**src/rtl/multi_key_tone_gen.sv**
```systemverilog
// Multi-key square-wave tone generator: per-key sync/debounce, hold/latch selection,
// glitch-free half-period switching, active flag and thermometer LED output.

module mktg_key_debounce #(
  parameter int DEBOUNCE_CYCLES = 1000000
) (
  input  logic clk,
  input  logic rst_n,
  input  logic key_raw,
  output logic db,
  output logic db_nxt
);
  localparam int DW = $clog2(DEBOUNCE_CYCLES);

  logic          s1, s2;
  logic [DW-1:0] cnt;
  logic          settle;

  assign settle = (s2 != db) && (cnt == DW'(DEBOUNCE_CYCLES - 1));
  assign db_nxt = settle ? s2 : db;

  always_ff @(posedge clk) begin
    if (!rst_n) begin
      s1  <= 1'b1;
      s2  <= 1'b1;
      db  <= 1'b1;
      cnt <= '0;
    end else begin
      s1 <= key_raw;
      s2 <= s1;
      db <= db_nxt;
      if (s2 == db || settle) cnt <= '0;
      else                    cnt <= cnt + DW'(1);
    end
  end
endmodule

module multi_key_tone_gen #(
  parameter int NUM_KEYS        = 5,
  parameter int CNT_W           = 32,
  parameter int BASE_HALF       = 100000,
  parameter int STEP_HALF       = 100000,
  parameter int DEBOUNCE_CYCLES = 1000000
) (
  input  logic                clk,
  input  logic                rst_n,
  input  logic [NUM_KEYS-1:0] key,
  input  logic                mode,
  output logic                beep,
  output logic [NUM_KEYS-1:0] led,
  output logic                active
);
  localparam int SW = (NUM_KEYS > 1) ? $clog2(NUM_KEYS) : 1;

  logic [NUM_KEYS-1:0] db, db_nxt, press, led_n;
  logic [CNT_W-1:0]    half_tbl [NUM_KEYS];
  logic [CNT_W-1:0]    hc, cur_half;
  logic [SW-1:0]       hold_sel, press_sel, lat_sel, lat_sel_n, sel_n;
  logic                hold_any, mode_q, mode_chg, lat_act, lat_act_n, act_n;

  for (genvar g = 0; g < NUM_KEYS; g++) begin : g_key
    mktg_key_debounce #(.DEBOUNCE_CYCLES(DEBOUNCE_CYCLES)) u_db (
      .clk    (clk),
      .rst_n  (rst_n),
      .key_raw(key[g]),
      .db     (db[g]),
      .db_nxt (db_nxt[g])
    );
    assign half_tbl[g] = CNT_W'(longint'(BASE_HALF) + longint'(g) * longint'(STEP_HALF));
  end

  // Selection is resolved from the next debounced value so active/led move with the debounce edge
  always_comb begin
    press     = db & ~db_nxt;
    hold_any  = ~&db_nxt;
    hold_sel  = '0;
    press_sel = '0;
    for (int i = NUM_KEYS - 1; i >= 0; i--) begin
      if (!db_nxt[i]) hold_sel  = SW'(i);
      if (press[i])   press_sel = SW'(i);
    end
    mode_chg  = mode ^ mode_q;
    lat_act_n = lat_act;
    lat_sel_n = lat_sel;
    if (mode_chg || !mode) begin
      lat_act_n = 1'b0;
    end else if (|press) begin
      if (lat_act && lat_sel == press_sel) begin
        lat_act_n = 1'b0;
      end else begin
        lat_act_n = 1'b1;
        lat_sel_n = press_sel;
      end
    end
    act_n = !mode_chg && (mode ? lat_act_n : hold_any);
    sel_n = mode ? lat_sel_n : hold_sel;
    led_n = '0;
    for (int j = 0; j < NUM_KEYS; j++) led_n[j] = act_n && (j <= int'(sel_n));
  end

  always_ff @(posedge clk) begin
    if (!rst_n) begin
      mode_q   <= 1'b0;
      lat_act  <= 1'b0;
      lat_sel  <= '0;
      active   <= 1'b0;
      led      <= '0;
      beep     <= 1'b0;
      hc       <= '0;
      cur_half <= '0;
    end else begin
      mode_q  <= mode;
      lat_act <= lat_act_n;
      lat_sel <= lat_sel_n;
      active  <= act_n;
      led     <= led_n;
      // Half-period only reloads at a toggle, so a new selection never cuts a half short
      if (!act_n) begin
        beep <= 1'b0;
        hc   <= '0;
      end else if (!active) begin
        beep     <= 1'b0;
        hc       <= '0;
        cur_half <= half_tbl[sel_n];
      end else if (hc == cur_half - CNT_W'(1)) begin
        beep     <= ~beep;
        hc       <= '0;
        cur_half <= half_tbl[sel_n];
      end else begin
        hc <= hc + CNT_W'(1);
      end
    end
  end
endmodule

```
**config.mk**
```make
export PLATFORM = sky130hd
export DESIGN_NAME = multi_key_tone_gen
export DESIGN_NICKNAME = d
export VERILOG_FILES = /design/src/rtl/multi_key_tone_gen.sv
export SDC_FILE = /design/constraint.sdc
export NUM_CORES = 1
export LEC_CHECK = 0
export CAP_MARGIN = 40
export CORE_ASPECT_RATIO = 0.7
export CORE_UTILIZATION = 33
export CTS_CLUSTER_SIZE = 25
export DETAILED_ROUTE_END_ITERATION = 10
export GPL_TIMING_DRIVEN = 1
export HOLD_SLACK_MARGIN = 0.12
export PLACE_DENSITY = 0.45
export SLEW_MARGIN = 20
export SYNTH_ARGS = -nofsm -noshare
export SYNTH_HDL_FRONTEND = slang
export SYNTH_SLANG_ARGS = --single-unit
```
**constraint.sdc**
```tcl
create_clock -name clk -period 2.9 [get_ports clk]
set_input_delay 0.58 -clock clk [delete_from_list [all_inputs] [get_ports clk]]
set_output_delay 0.58 -clock clk [all_outputs]
set_load 0.01 [all_outputs]
```
==> results.sh, run 1 <==
export IMPL_worst_slack_ns=0.111
export IMPL_num_fill_cells=2277
export IMPL_drc=0
export IMPL_dr_total_vias=6129
export IMPL_synth_top_family_by_area="simple AND/OR/NAND/NOR gates"
export IMPL_tritoncts="built"
export IMPL_cts_buffers=17
export IMPL_die_y_um=131
export IMPL_die_area_um2=24400
export IMPL_htreeDepth=4
export IMPL_criticalPathCategory="reg -> reg"
export IMPL_crit_family="simple AND/OR/NAND/NOR gates"
export IMPL_p_leak_nw=3.55
export IMPL_crit_path_start_kind="flip-flop"
export IMPL_dpl_hpwl_um=11800
export IMPL_dr_first_iter_drc_count=286
export IMPL_maxSlewViolCount=0
export IMPL_via_per_inst=4.66
export IMPL_rsz0062_at_grt="true"
export IMPL_synth_xor_area_frac=0.150
export IMPL_cp_slowest_cell="or3_4"
export IMPL_utilization=0.432
export IMPL_vdd_ir_drop_worst_uv=418
export IMPL_synthAdderAreaFrac=0.0160
export IMPL_min_period_ns=2.79
export IMPL_cp_max_fo=8
export IMPL_portBuffers=14
export IMPL_rows=46
export IMPL_post_place_ws_ns=-0.0443
export IMPL_critPathArrivalTime_ns=3.11
export IMPL_setup_viol=0
export IMPL_async_reset_ff_frac=0
export IMPL_grt_max_degree=31
export IMPL_area_delta_synth_final_pct=26.8
export IMPL_dp_cells=1272
export IMPL_relSlewSlack=0.508
export IMPL_path_cells="nor4bb_4, buf_4, nand4b_1, or3_4, a31oi_2, and3_4, o21ai_4, a221oi_4, buf_12, buf_4, nand2b_1, a21oi_1"
export IMPL_fmax_mhz=359
export IMPL_reg2reg_slack_ns=0.11
export IMPL_routabilityCongestion=0.803
export IMPL_syn_area_um2=7840
export IMPL_powerDensity_nw_per_um2=510
export IMPL_clk_pin_slew_ns=0.06
export IMPL_grt_util_all_layers=0.151
export IMPL_crit_buf_inv=3
export IMPL_finalHoldViolCount=0
export IMPL_netlist_instances=899
export IMPL_crit_required_ns=3.22
export IMPL_die_w_um=186
export IMPL_design_core_area_um2=23000
export IMPL_critPathCaptureType="flip-flop"
export IMPL_pin_count=15
export IMPL_finalNetCount=1010
export IMPL_syn_num_nets=917
export IMPL_tightest_slew_ns=0.738
export IMPL_antennaDiodeCount=0
export IMPL_firstDrtPassIters=7
export IMPL_ys_flop_type="dfxtp_1"
export IMPL_yosysSeqAreaShare=0.432
export IMPL_ctsHoldBuffers=0
export IMPL_status="finished, final reports clean"
export IMPL_start_util=0.341
export IMPL_cts_root_buf="clkbuf_16"
export IMPL_antenna_found_initial=0
export IMPL_yosysUniqueCellTypes=65
export IMPL_ctsLongestPathBuffers=2
export IMPL_maxCapViolCount=0
export IMPL_synthSimpleGateAreaFrac=0.299
export IMPL_ant_nets=0
export IMPL_synth_compound_area_frac=0.0588
export IMPL_cts_sinks=169
export IMPL_synth_edf_count=0
export IMPL_synthMuxAreaShare=0.0171
export IMPL_stdcell_count=1316
export IMPL_min_period_over_period=0.962
export IMPL_cpPeakStageDelay_ns=0.45
export IMPL_clk_latency_ns=0.43
export IMPL_ys_warn_count=0
export IMPL_grt_pass1_vias=5619
export IMPL_worst_clock_skew_ns=0.0108
export IMPL_crit_top_cell="buf_4"
export IMPL_drive_above_1_share=0.191
export IMPL_ys_ff_latch=169
export IMPL_hold_path_class="reg -> reg"
export IMPL_syn_avg_cell_area_um2=8.72
export IMPL_grt_pass1_wl_um=28800
export IMPL_grt_overflow_total=0
export IMPL_detail_route_wl_per_cell_um=13.2
export IMPL_routed_wl_um=17400
==> report_power, final <==
group	switching, mW	leakage, nW	internal (mW)
sequential	0.0163	1.37	2.34
combinational	0.112	1.86	0.108
clock	0.929	0.314	1.56
==> area by class of cell <==
class,instances,area [um^2],share of cell area
repair buffers,103,868,0.0874
multi-input cells,678,4550,0.458
inverters,23,86.3,0.00869
well taps,312,390,0.0393
clock buffers,22,464,0.0467
clock inverters,9,170,0.0171
flip-flops and latches,169,3400,0.343
==> state kept, by name (all words and copies together), names as in the netlist <==
signal          count
mode_q              1
g_key.u_db.s2       5
beep                1
g_key.u_db.db       5
led                 5
lat_sel             3
lat_act             1
cur_half           11
g_key.u_db.cnt    100
hc                 32
g_key.u_db.s1       5
==> Yosys cell counts (3+ instances only) <==
cell       count  area (um^2)
dfxtp_1      169         3380
nor2_1       166          623
xor2_1        82          718
nand2_1       64          240
nand3_1       58          290
xnor2_1       52          455
and3_1        32          200
nand4_1       23          144
a21oi_1       22          110
clkbuf_1      22         82.6
inv_1         22         82.6
nand2b_1      19          119
o21ai_0       16         80.1
or3_1         16          100
nor3_1        12         60.1
ha_1          10          125
mux2i_1       10          100
nor2b_1        9         56.3
nor4_1         8         50.1
and4_1         7         61.3
nor4b_1        6         52.6
and2_1         5         31.3
buf_2          5         25.0
nand4b_1       5         43.8
nand3b_1       4         30.0
nand4bb_1      3         33.8
o211a_1        3         30.0
o31a_1         3         26.3
==> worst paths after layout <==
path                                                        from                           to  cells past startpoint
worst min register to register       g_key[2].u_db.s1$_SDFF_PN1_  g_key[2].u_db.s2$_SDFF_PN1_                      1
worst min-delay path                 g_key[2].u_db.s1$_SDFF_PN1_  g_key[2].u_db.s2$_SDFF_PN1_                      1
worst max register to register  g_key[0].u_db.cnt[11]$_SDFF_PP0_    cur_half[12]$_SDFFE_PN0P_                     12
worst max-delay path            g_key[0].u_db.cnt[11]$_SDFF_PP0_    cur_half[12]$_SDFFE_PN0P_                     12
==> per-stage QoR <==
step | total power [mW] | instance area, um^2 | hold WS, ns | setup TNS, ns
3_3_place_gp | 2.61 | 8830 | 0.396 | -0.108
5_1_grt | 5.27 | 9930 | 0.442 | -0.308
3_5_place_dp | 2.61 | 8830 | 0.396 | -0.0443
4_1_cts | 5.13 | 9510 | 0.411 | -0.00249
2_1_floorplan | 2.53 | 7840 | 0.386 | 0
6_report | 5.07 | 9930 | 0.406 | 0
==> placed cells by master (no fill, tap or decap), types with 5 or more instances in the layout <==
master,count
nor2_1,166
dfxtp_1,157
buf_4,85
xor2_1,82
nand2_1,64
nand3_1,55
xnor2_1,52
and3_1,30
nand4_1,23
inv_1,21
a21oi_1,20
nand2b_1,19
clkbuf_16,19
o21ai_0,16
clkdlybuf4s50_1,14
or3_1,12
nor3_1,11
dfxtp_2,10
nor2b_1,8
mux2i_1,8
and4_1,6
nor4b_2,5
nand4b_1,5
and2_1,5
ha_2,5
bufinv_16,5
==> metal layers <==
layer / part of all wire / GRT usage
met1: 0.57 / 0.230
met2: 0.39 / 0.201
met3: 0.026 / 0.0327
met4: 0.013 / 0.0574
met5: 0 / 0
==> worst register-to-register path: stages (launching register included) <==
cell and delay [ns]:
dfxtp_2 0.33, nor4bb_4 0.30, buf_4 0.17, nand4b_1 0.13
or3_4 0.45, a31oi_2 0.15, and3_4 0.24, o21ai_4 0.09
a221oi_4 0.40, buf_12 0.17, buf_4 0.11, nand2b_1 0.09
a21oi_1 0.06
==> repair_timing <==
| item | in CTS | in global routing |
|---|---|---|
| gates cloned | 0 | 2 |
| pin swaps | 0 | 29 |
| setup buffers | 0 | 11 |
| endpoints found under the setup margin | 36 | 45 |
| gates resized for setup | 6 | 64 |
==> cell families (layout without fill, tap and decap cells) <==
group | after synthesis | in the layout
muxes | 12 | 12
DFF | 169 | 169
xor gates and xnor gates | 134 | 134
buffers and inverters | 52 | 157
and+or+nand+nor | 455 | 455
adders and majority gates | 10 | 10
AOI/OAI and AO/OA | 67 | 67
(Power assumes the default switching activity.)
==> run 2: changes to the inputs <==
Settings changed: CORE_UTILIZATION 33 to 45, PLACE_DENSITY 0.45 to 0.59.
==> run 2 against run 1 <==
Sequential share of layout area grew 1.4 points. Power shrank 1.7%. Clock power shrank 2%. Sequential cell count is the same. Non-clock buffer count shrank 20. Largest cell class unchanged. Highest routed layer unchanged.
==> results.sh, run 2 (same netlist as run 1, synthesis figures left out) <==
export IMPL_status="finished, final reports clean"
export IMPL_clk_latency_ns=0.42
export IMPL_ctsLongestPathBuffers=2
export IMPL_cts_root_buf="clkbuf_16"
export IMPL_path_cells="nor4b_4, buf_4, and4b_2, a211oi_2, or3_1, and3_2, nor4bb_4, nor3b_4, inv_1, ha_1, nand3b_1, a21oi_1"
export IMPL_hold_path_class="reg -> reg"
export IMPL_p_total_mw=4.98
export IMPL_grt_pass1_vias=5523
export IMPL_finalHoldViolCount=0
export IMPL_grt_overflow_total=0
export IMPL_hold_slack_ns=0.413
export IMPL_setup_viol=0
export IMPL_rsz0062_at_grt="true"
export IMPL_antennaDiodeCount=0
export IMPL_die_w_um=160
export IMPL_clk_pin_slew_ns=0.06
export IMPL_grt_max_degree=31
export IMPL_drive_above_1_share=0.162
export IMPL_fmax_mhz=357
export IMPL_dpl_hpwl_um=11000
export IMPL_cp_slowest_cell="dfxtp_2"
export IMPL_rows=39
export IMPL_cpPeakStageDelay_ns=0.35
export IMPL_start_util=0.469
export IMPL_num_fill_cells=1529
export IMPL_portBuffers=14
export IMPL_grt_util_all_layers=0.184
export IMPL_area_delta_synth_final_pct=21.7
export IMPL_routed_wl_um=15900
export IMPL_powerDensity_nw_per_um2=523
export IMPL_routabilityCongestion=0.812
export IMPL_tightest_slew_ns=0.683
export IMPL_vdd_ir_drop_worst_uv=338
export IMPL_top_register="g_key.u_db.cnt"
export IMPL_largest_reg_flops=100
export IMPL_maxCapViolCount=0
export IMPL_criticalPathCategory="reg -> reg"
export IMPL_relSlewSlack=0.545
export IMPL_ctsHoldBuffers=0
export IMPL_maxSlewViolCount=0
export IMPL_top_regs="g_key.u_db.cnt x100, hc x32, cur_half x11"
export IMPL_drc=0
export IMPL_cts_buffers=17
export IMPL_via_per_inst=5.08
export IMPL_ant_nets=0
export IMPL_critPathCaptureType="flip-flop"
export IMPL_dr_total_vias=6144
export IMPL_dr_first_iter_drc_count=360
export IMPL_critPathArrivalTime_ns=3.16
export IMPL_cp_max_fo=4
export IMPL_grt_pass1_wl_um=26800
export IMPL_htreeDepth=4
export IMPL_die_area_um2=18000
export IMPL_die_y_um=112
export IMPL_p_leak_nw=3.38
export IMPL_cts_sinks=169
export IMPL_tritoncts="built"
export IMPL_min_period_over_period=0.967
export IMPL_crit_path_start_kind="flip-flop"
export IMPL_antenna_found_initial=0
export IMPL_min_period_ns=2.80
export IMPL_firstDrtPassIters=5
export IMPL_design_core_area_um2=16700
export IMPL_layout_common_cells="166 x nor2_1, 157 x dfxtp_1, 82 x xor2_1"
export IMPL_crit_required_ns=3.25
export IMPL_final_common_cell="nor2_1"
export IMPL_finalNetCount=990
export IMPL_worst_clock_skew_ns=0.0104
export IMPL_detail_route_wl_per_cell_um=13.2
export IMPL_pin_count=15
-- run 2: critical path: cells and delay by family, from the launching register on --
kind / cells / cell delay (ns)
adder cells (fa/ha/maj): 1 / 0.22
AND/OR/NAND/NOR: 7 / 1.71
buffers and inverters: 2 / 0.23
AO/OA/AOI/OAI: 2 / 0.23
flip-flops: 1 / 0.35
-- run 2: worst paths after layout --
path                                                  startpoint                           to  cells after the start  slack [ns]
worst min-delay path                 g_key[3].u_db.s1$_SDFF_PN1_  g_key[3].u_db.s2$_SDFF_PN1_                      1        0.41
worst min register to register       g_key[3].u_db.s1$_SDFF_PN1_  g_key[3].u_db.s2$_SDFF_PN1_                      1        0.41
worst max register to register  g_key[2].u_db.cnt[11]$_SDFF_PP0_     cur_half[6]$_SDFFE_PN0P_                     12         0.1
worst max-delay path            g_key[2].u_db.cnt[11]$_SDFF_PP0_     cur_half[6]$_SDFFE_PN0P_                     12         0.1
-- run 2: power by group --
| part | switching (mW) | internal [mW] | leakage (nW) |
|---|---|---|---|
| Sequential | 0.0183 | 2.34 | 1.37 |
| Clock | 0.916 | 1.51 | 0.309 |
| Combinational | 0.105 | 0.0952 | 1.70 |
-- run 2: cell type report --
class                           instances  area, um^2  area share
Multi-Input combinational cell        678        4430       0.465
Inverter                               23        86.3     0.00906
Tap cell                              225         282      0.0295
Clock buffer                           21         470      0.0493
Timing Repair Buffer                   83         696      0.0730
Clock inverter                         10         168      0.0176
Sequential cell                       169        3400       0.357
-- run 2: timing repair --
action                     CTS  global route
gates cloned                 0             0
buffers inserted             0             5
setup endpoints to repair   41            45
gates resized for setup      7            41
pin swaps                    0            11
-- run 2: stage by stage --
stage          std cells  instance area, um^2  setup WS [ns]   TNS, ns  utilization
2_1_floorplan        899                 7840         0.0235         0            -
3_3_place_gp        1173                 8650        0.00992         0        0.518
3_5_place_dp        1173                 8650        -0.0313   -0.0313        0.518
4_1_cts             1204                 9340       -0.00444  -0.00444        0.559
5_1_grt             1209                 9530        -0.0677    -0.205        0.571
6_report            1209                 9530         0.0951         0        0.571
-- run 2: layer usage --
layer | part of all wire | up-vias | GRT usage
met5 | 0 | - | 0
met4 | 0.011 | 0 | 0.0532
met3 | 0.034 | 10 | 0.0392
met2 | 0.40 | 81 | 0.256
met1 | 0.56 | 2850 | 0.280
li1 | - | 3203 | -
==> run 3: changes to the inputs <==
Settings changed: PLACE_DENSITY 0.59 to 0.57, RECOVER_POWER from default to 25.
Clock period 2.9 ns to 2.86 ns, I/O delays scaled along.
==> run 3 against run 2 <==
Sequential share of layout area shrank 1.1 points. Final area grew 3.3%. Routed wire length grew 10%. Power shrank 2.6%. Clock power shrank 8%. Highest routed layer unchanged.
==> results.sh, run 3 (same netlist as run 1, synthesis figures left out) <==
export IMPL_crit_path_start_kind="flip-flop"
export IMPL_die_w_um=160
export IMPL_routed_wl_um=17500
export IMPL_pin_count=15
export IMPL_die_area_um2=18000
export IMPL_regArea_um2=3410
export IMPL_num_fill_cells=1513
export IMPL_dr_first_iter_drc_count=505
export IMPL_drc=0
export IMPL_tns_ns=0
export IMPL_grt_util_all_layers=0.192
export IMPL_cts_root_buf="clkbuf_16"
export IMPL_start_util=0.469
export IMPL_stdcell_count=1224
export IMPL_criticalPathCategory="reg -> reg"
export IMPL_vdd_ir_drop_worst_uv=313
export IMPL_placed_cell_area_um2=8610
export IMPL_p_leak_nw=3.50
export IMPL_critPathCaptureType="flip-flop"
export IMPL_ctsLongestPathBuffers=2
export IMPL_clk_latency_ns=0.43
export IMPL_largest_reg_flops=100
export IMPL_rows=39
export IMPL_tightest_slew_ns=0.877
export IMPL_drive_above_1_share=0.194
export IMPL_firstDrtPassIters=4
export IMPL_tritoncts="built"
export IMPL_dp_cells=1168
export IMPL_min_period_over_period=0.984
export IMPL_hold_path_class="reg -> reg"
export IMPL_clk_pin_slew_ns=0.07
export IMPL_cp_max_fo=5
export IMPL_finalHoldViolCount=0
export IMPL_multi_input_area_um2=4630
export IMPL_die_y_um=112
export IMPL_relSlewSlack=0.415
export IMPL_hold_slack_ns=0.415
export IMPL_portBuffers=14
export IMPL_top_register="g_key.u_db.cnt"
export IMPL_top_regs="g_key.u_db.cnt x100, hc x32, cur_half x11"
export IMPL_cts_sinks=169
export IMPL_fin_area_um2=9840
export IMPL_design_core_area_um2=16700
export IMPL_fmax_mhz=355
export IMPL_grt_max_degree=31
export IMPL_setup_viol=0
export IMPL_htreeDepth=4
export IMPL_area_delta_synth_final_pct=25.6
export IMPL_ant_nets=0
export IMPL_status="finished, final reports clean"
export IMPL_grt_pass1_wl_um=28200
export IMPL_routabilityCongestion=0.804
export IMPL_powerDensity_nw_per_um2=493
export IMPL_min_period_ns=2.81
export IMPL_critPathArrivalTime_ns=3.17
export IMPL_antenna_found_initial=0
export IMPL_antennaDiodeCount=0
export IMPL_layout_common_cells="164 x nor2_1, 158 x dfxtp_1, 82 x xor2_1"
export IMPL_final_common_cell="nor2_1"
export IMPL_grt_pass1_vias=5988
export IMPL_rsz0062_at_grt="true"
export IMPL_via_per_inst=5.23
export IMPL_grt_overflow_total=0
export IMPL_dpl_hpwl_um=11600
export IMPL_maxSlewViolCount=0
export IMPL_detail_route_wl_per_cell_um=14.3
export IMPL_cts_buffers=17
export IMPL_dr_total_vias=6401
export IMPL_finalNetCount=1004
export IMPL_reg2reg_slack_ns=0.05
export IMPL_maxCapViolCount=0
export IMPL_crit_required_ns=3.22
export IMPL_worst_clock_skew_ns=0.0120
## run 3: worst paths after layout
check,startpoint,endpoint,depth (start not counted)
setup / recovery,g_key[0].u_db.cnt[13]$_SDFF_PP0_,cur_half[6]$_SDFFE_PN0P_,12
hold / removal,g_key[1].u_db.s1$_SDFF_PN1_,g_key[1].u_db.s2$_SDFF_PN1_,1
setup reg to reg,g_key[0].u_db.cnt[13]$_SDFF_PP0_,cur_half[6]$_SDFFE_PN0P_,12
hold reg to reg,g_key[1].u_db.s1$_SDFF_PN1_,g_key[1].u_db.s2$_SDFF_PN1_,1
## run 3: power by group
group / switching [mW] / total (mW) / internal, mW / leakage, nW
Combinational: 0.117 / 0.235 / 0.118 / 1.86
Clock: 0.994 / 2.23 / 1.24 / 0.273
Sequential: 0.0195 / 2.39 / 2.37 / 1.37
Total: 1.13 / 4.85 / 3.72 / 3.50
## run 3: area by class of cell
class,instances,area share
clock buffers,20,0.0454
clock inverters,12,0.0121
inverters,23,0.00877
multi-input cells,678,0.471
flip-flops and latches,169,0.346
well taps,225,0.0286
repair buffers,97,0.0883
## run 3: worst max-delay path: stages, from the launching register on
cell and delay, ns:
dfxtp_4 0.35, nor4b_4 0.27, buf_4 0.15, nand4b_1 0.13
or3_4 0.46, a41o_1 0.28, nand3_1 0.10, o31a_1 0.15
nor3b_4 0.26, inv_2 0.08, ha_4 0.24, nand3b_1 0.15
a21oi_1 0.12
## run 3: timing repair
action	4_1_cts	5_1_grt
endpoints found under the setup margin	36	47
gates resized for setup	12	85
setup buffers	0	20
gates cloned	0	5
hold buffers	0	0
pin swaps	1	39
## run 3: per-layer routing
layer | part of all wire | global-route usage
met5 | 0 | 0
met4 | 0.0068 | 0.0551
met3 | 0.034 | 0.0429
met2 | 0.44 | 0.293
met1 | 0.52 | 0.272
## run 3: per-stage QoR
stage           util  total power, mW  setup WS, ns
3_3_place_gp   0.516             2.63       -0.0749
6_report       0.590             4.85        0.0454
3_5_place_dp   0.516             2.64       -0.0976
4_1_cts        0.554             4.87     -0.000348
2_1_floorplan      -             2.57        0.0393
5_1_grt        0.590             5.04        -0.110
